## config.mk

```make
export PLATFORM = sky130hd
export DESIGN_NAME = palette_rgb_converter
export DESIGN_NICKNAME = d
export VERILOG_FILES = /design/src/rtl/palette_rgb_converter.sv
export SDC_FILE = /design/constraint.sdc
export NUM_CORES = 1
export LEC_CHECK = 0
export CAP_MARGIN = 20
export CORE_UTILIZATION = 55
export CTS_CLUSTER_DIAMETER = 80
export DETAILED_ROUTE_END_ITERATION = 10
export GPL_TIMING_DRIVEN = 0
export PLACE_DENSITY_LB_ADDON = 0.1
export SYNTH_ARGS = -nofsm -noshare
export SYNTH_HDL_FRONTEND = slang
export SYNTH_SLANG_ARGS = --single-unit
export TNS_END_PERCENT = 1
```

## constraint.sdc

```tcl
create_clock -name clk -period 3.4 [get_ports clk]
set_clock_uncertainty 0.15 [all_clocks]
set_input_delay 0.85 -clock clk [delete_from_list [all_inputs] [get_ports clk]]
set_output_delay 0.85 -clock clk [all_outputs]
set_load 0.02 [all_outputs]
```

## src/rtl/palette_rgb_converter.sv

```systemverilog
// palette_rgb_converter
// Converts a colour index into a packed {R,G,B} word using a writable palette
// RAM. The RAM is loaded with a 3-bit RGB default pattern after every reset.
// The result comes out of a 2-stage registered pipeline with valid signalling.
//
// Optional feature macro: BRIGHTNESS_EN. When it is defined, stage 2 scales
// each channel by (brightness+1)/256.
//
// Ports:
//   clk        in   system clock, rising edge
//   rst_n      in   synchronous active-low reset
//   enable     in   pipeline advance enable
//   in_valid   in   colour is valid this cycle
//   colour     in   [IDX_W]   palette index to convert
//   wr_en      in   palette write strobe
//   wr_idx     in   [IDX_W]   palette entry to write
//   wr_data    in   [3*CH_W]  new palette entry {R,G,B}
//   brightness in   [8]       global brightness (BRIGHTNESS_EN builds only)
//   rgb        out  [3*CH_W]  converted colour
//   out_valid  out  rgb holds a new valid result this cycle
//   busy       out  palette initialisation in progress
module palette_rgb_converter #(
    parameter int unsigned IDX_W = 3,
    parameter int unsigned CH_W  = 8
) (
    input  logic                clk,
    input  logic                rst_n,
    input  logic                enable,
    input  logic                in_valid,
    input  logic [IDX_W-1:0]    colour,
    input  logic                wr_en,
    input  logic [IDX_W-1:0]    wr_idx,
    input  logic [3*CH_W-1:0]   wr_data,
    input  logic [7:0]          brightness,
    output logic [3*CH_W-1:0]   rgb,
    output logic                out_valid,
    output logic                busy
);

    localparam int unsigned RGB_W = 3 * CH_W;
    localparam int unsigned DEPTH = 1 << IDX_W;
    localparam logic [IDX_W-1:0] LAST_IDX = IDX_W'(DEPTH - 1);

    typedef enum logic {
        ST_INIT,
        ST_RUN
    } state_t;

    state_t             state_q;
    logic [IDX_W-1:0]   init_cnt_q;
    logic [RGB_W-1:0]   pal_q [DEPTH];
    logic [RGB_W-1:0]   s1_data_q;
    logic               s1_valid_q;
    logic [RGB_W-1:0]   rgb_q;
    logic               out_valid_q;
    logic               busy_q;

    logic               pal_we_c;
    logic [IDX_W-1:0]   pal_widx_c;
    logic [RGB_W-1:0]   pal_wdata_c;
    logic [RGB_W-1:0]   s2_data_d;

    // Default entry: index bits 2/1/0 select full-scale R/G/B.
    function automatic logic [RGB_W-1:0] default_entry(input logic [IDX_W-1:0] i);
        return {{CH_W{i[2]}}, {CH_W{i[1]}}, {CH_W{i[0]}}};
    endfunction

    // Single palette write port: the init sweep owns it until RUN.
    always_comb begin
        pal_we_c    = 1'b0;
        pal_widx_c  = wr_idx;
        pal_wdata_c = wr_data;
        if (state_q == ST_INIT) begin
            pal_we_c    = 1'b1;
            pal_widx_c  = init_cnt_q;
            pal_wdata_c = default_entry(init_cnt_q);
        end else begin
            pal_we_c    = wr_en;
        end
    end

    // Palette RAM; non-blocking write gives read-before-write on a same-index hit.
    always_ff @(posedge clk) begin
        if (rst_n && pal_we_c) begin
            pal_q[pal_widx_c] <= pal_wdata_c;
        end
    end

`ifdef BRIGHTNESS_EN
    // Per-channel (ch * (brightness+1)) >> 8.
    function automatic logic [RGB_W-1:0] scale(input logic [RGB_W-1:0] px,
                                               input logic [7:0]       b);
        logic [RGB_W-1:0]  res;
        logic [CH_W+8:0]   prod;
        res = '0;
        for (int c = 0; c < 3; c++) begin
            prod = (CH_W+9)'(px[c*CH_W +: CH_W]) * (CH_W+9)'({1'b0, b} + 9'd1);
            res[c*CH_W +: CH_W] = CH_W'(prod >> 8);
        end
        return res;
    endfunction

    always_comb begin
        s2_data_d = scale(s1_data_q, brightness);
    end
`else
    logic unused_brightness;
    assign unused_brightness = ^brightness;

    always_comb begin
        s2_data_d = s1_data_q;
    end
`endif

    // Control FSM and pipeline registers.
    always_ff @(posedge clk) begin
        if (!rst_n) begin
            state_q     <= ST_INIT;
            init_cnt_q  <= '0;
            busy_q      <= 1'b1;
            s1_data_q   <= '0;
            s1_valid_q  <= 1'b0;
            rgb_q       <= '0;
            out_valid_q <= 1'b0;
        end else begin
            case (state_q)
                ST_INIT: begin
                    s1_valid_q  <= 1'b0;
                    out_valid_q <= 1'b0;
                    init_cnt_q  <= init_cnt_q + IDX_W'(1);
                    if (init_cnt_q == LAST_IDX) begin
                        state_q <= ST_RUN;
                        busy_q  <= 1'b0;
                    end
                end
                ST_RUN: begin
                    if (enable) begin
                        s1_data_q   <= pal_q[colour];
                        s1_valid_q  <= in_valid;
                        rgb_q       <= s2_data_d;
                        out_valid_q <= s1_valid_q;
                    end else begin
                        // Frozen: rgb holds, but it is not a new result.
                        out_valid_q <= 1'b0;
                    end
                end
                default: begin
                    state_q <= ST_INIT;
                end
            endcase
        end
    end

    assign rgb       = rgb_q;
    assign out_valid = out_valid_q;
    assign busy      = busy_q;

endmodule

```

==> impl_metrics.sql <==
INSERT INTO impl_metrics (metric_group, metric, value, unit) VALUES
('grt', 'maximum_number_of_pins_on_one_net_before_global_route_repair', '25', ''),
('route', 'antenna_violating_nets_post_route', '0', ''),
('floorplanning', 'core_area', '0.0172', 'sq mm'),
('clocking', 'cts_max_path_buffers', '3', ''),
('final_layout', 'layout-drive-gt1-share', '9.72', '%'),
('hold_path', 'hold_path_startpoint', 's1_data_q[21]', ''),
('worst_setup_path', 'worst_path_most_repeated_cell', 'nand2_1', ''),
('final_layout', 'area_delta_synth_final', '17.7', '%'),
('worst_setup_path', 'kind_of_capture_point_of_the_worst_setup_path', 'register', ''),
('clocking', 'htree_depth', '1', ''),
('power', 'fin_total_pwr', '6.43', 'mW'),
('yosys', 'synth_area', '0.00967', 'sq mm'),
('final_layout', 'instances_no_fill', '1007', ''),
('grt', 'antenna_found_initial', '0', ''),
('power', 'power_leakage', '4.12', 'nW'),
('yosys', 'synth_seq_cells', '247', ''),
('floorplanning', 'die_area', '0.0181', 'sq mm'),
('clocking', 'cts.clk_slew.worst_paths', '0.06', 'ns'),
('clocking', 'postCtsHoldBufs', '0', ''),
('floorplanning', 'chipWidth', '135', 'um'),
('yosys', 'yosys-top-cells-area', 'edfxtp_1, dfxtp_1, mux2i_1', ''),
('worst_setup_path', 'worst_path_max_delay_cell', 'nor2_4', ''),
('worst_setup_path', 'crit_required', '3.38', 'ns'),
('power', 'vdd_ir_drop_max', '402', 'uV'),
('hold_path', 'worst_hold_path.num_cells', '2', ''),
('floorplanning', 'start_util', '56.1', '%'),
('grt', 'overflow', '0', ''),
('clocking', 'clock_sinks', '247', ''),
('yosys', 'synthesis.area_per_instance', '14.2', 'sq um'),
('yosys', 'syn_nets', '725', ''),
('worst_setup_path', 'launch_point_of_the_worst_reg_to_reg_path', 'state_q', ''),
('floorplanning', 'floorplan.rows', '48', ''),
('placement', 'placed_cells_incl_taps', '963', ''),
('sta', 'slew_viol_final', '0', ''),
('grt', 'globalRouteTotalUtil', '26.0', '%'),
('worst_setup_path', 'critical_path_peak_fanout', '24', ''),
('run_status', 'run_status', 'finished, final reports clean', ''),
('sta', 'fin_tns_setup', '0', 'ns'),
('grt', 'global_route_wire_length_before_repair', '34100', 'um'),
('sta', 'slew_at_the_pin_closest_to_its_max_slew_limit', '1.00', 'ns'),
('worst_setup_path', 'startpoint', 'state_q', ''),
('sta', 'finalWorstSetupSlack', '0.706', 'ns'),
('grt', 'grt_pass1_vias', '6069', ''),
('sta', 'count_of_final_hold_check_violations', '0', ''),
('power', 'p_per_area', '565', 'mW/mm^2'),
('yosys', 'synth.yosys.warnings', '0', ''),
('sta', 'rel_slew_slack', '32.9', '%'),
('clocking', 'cts_inserted_buffers', '24', ''),
('final_layout', 'multiInputGateArea', '0.00252', 'sq mm'),
('hold_path', 'worst_hold_path_type', 'reg2reg', ''),
('placement', 'place_congestion', '0.835', ''),
('route', 'drtPass1Iterations', '5', ''),
('clocking', 'cts_setup_buffers', '0', ''),
('clocking', 'postCtsResizedCells', '0', ''),
('clocking', 'cts_tree', 'done', ''),
('final_layout', 'layout.nets', '809', ''),
('worst_setup_path', 'startpoint_types', 'register', ''),
('sta', 'max_freq', '371', 'MHz'),
('yosys', 'synth_top_area_share', '59.7', '%'),
('worst_setup_path', 'path_type_of_the_worst_setup_path', 'reg2reg', ''),
('flow_run', 'cap_violations', '0', ''),
('floorplanning', 'ioPinCount', '69', ''),
('final_layout', 'final_core_utilization', '66.0', '%'),
('worst_setup_path', 'rr_worst_depth', '6', ''),
('sta', 'timing.final.crit_period', '2.69', 'ns'),
('sta', 'rsz0062_at_grt', 'no', ''),
('route', 'detailed_route_wire_length', '23000', 'um'),
('final_layout', 'filler_cell_count', '1191', ''),
('route', 'avgRoutedWirePerCell', '22.9', 'um'),
('worst_setup_path', 'worst_path_largest_cell_delay', '0.86', 'ns'),
('clocking', 'worst_skew_pair.late_latency', '0.51', 'ns');
## stage by stage
stage | area (sq um) | hold slack, ns
6_report | 11400 | 0.301
5_1_grt | 11400 | 0.326
4_1_cts | 11400 | 0.303
3_5_place_dp | 10600 | 0.292
3_3_place_gp | 10500 | 0.286
2_1_floorplan | 9670 | 0.278
## final cells by class
| cell class | count | share of cell area (%) |
|---|---|---|
| Tap cell | 225 | 2.48 |
| Inverter | 3 | 0.0990 |
| Multi-Input combinational cell | 384 | 22.2 |
| Clock buffer | 36 | 6.13 |
| Buffer | 46 | 2.87 |
| Timing Repair Buffer | 58 | 5.11 |
| Clock inverter | 8 | 0.770 |
| Sequential cell | 247 | 60.4 |
## logic make-up (layout without fill, tap and decap cells)
| family | count (synthesis) | count (layout) | synth area share (%) |
|---|---|---|---|
| mux | 99 | 99 | 10.3 |
| fa+ha+maj | 2 | 2 | 0.259 |
| buf+inv | 49 | 151 | 3.50 |
| compound gates | 127 | 127 | 8.52 |
| simple gates | 156 | 156 | 6.43 |
| flops | 247 | 247 | 71.0 |
## worst paths after layout
| kind | slack, ns | endpoint |
|---|---|---|
| max reg2reg | 0.71 | pal_q[3][11] |
| max | 0.71 | pal_q[3][11] |
| min | 0.30 | rgb[21] |
| min reg2reg | 0.30 | rgb[21] |
## cell usage after synthesis
master / n
nor2_1: 38
clkbuf_1: 13
a31oi_1: 1
inv_2: 1
a21oi_1: 26
nand3_1: 1
a32oi_1: 1
a22oi_1: 48
nor3_1: 1
ha_1: 2
nor2b_1: 4
and2_1: 2
buf_6: 4
nand2b_1: 4
dfxtp_1: 55
clkbuf_2: 1
o21a_1: 1
and3_1: 2
buf_12: 5
buf_2: 18
inv_1: 2
nand3b_1: 1
a21boi_1: 24
o21ai_0: 26
nand2_1: 103
edfxtp_1: 192
mux2i_1: 99
buf_4: 5
## sequential cells by signal (all words and copies together) (netlist names)
register,flops
s1_valid_q,1
rgb,24
busy,1
out_valid,1
state_q,1
pal_q,192
s1_data_q,24
init_cnt_q,3
## cell usage in the layout (no fill, tap or decap), drive strengths merged, types with 3 or more instances in the layout
cell / instances
edfxtp: 192
nand2: 103
mux2i: 99
clkdlybuf4s50: 58
dfxtp: 55
clkbuf: 50
a22oi: 48
nor2: 38
buf: 32
a21oi: 26
o21ai: 26
a21boi: 24
clkinv: 6
nand2b: 4
nor2b: 4
inv: 3
## metal layers
layer	track usage [%]	vias to the layer above	wire, um
met5	0	-	0
met1	32.8	2972	9510
met4	10.7	0	726
met3	4.54	41	1420
met2	44.7	213	11400
li1	-	2678	-
## report_power, final
part	switching, mW	internal (mW)	total (mW)
Combinational	0.262	0.141	0.403
Clock	1.07	1.56	2.63
Sequential	0.0234	3.37	3.39
Total	1.35	5.08	6.43
## worst max-delay path: cells and delay by family, from the launching register on
family / cells / cell delay, ns
buffers and inverters: 2 / 0.45
flip-flops: 1 / 0.30
AND/OR/NAND/NOR: 4 / 1.39
Note: power is estimated with default switching activity, not from simulation.
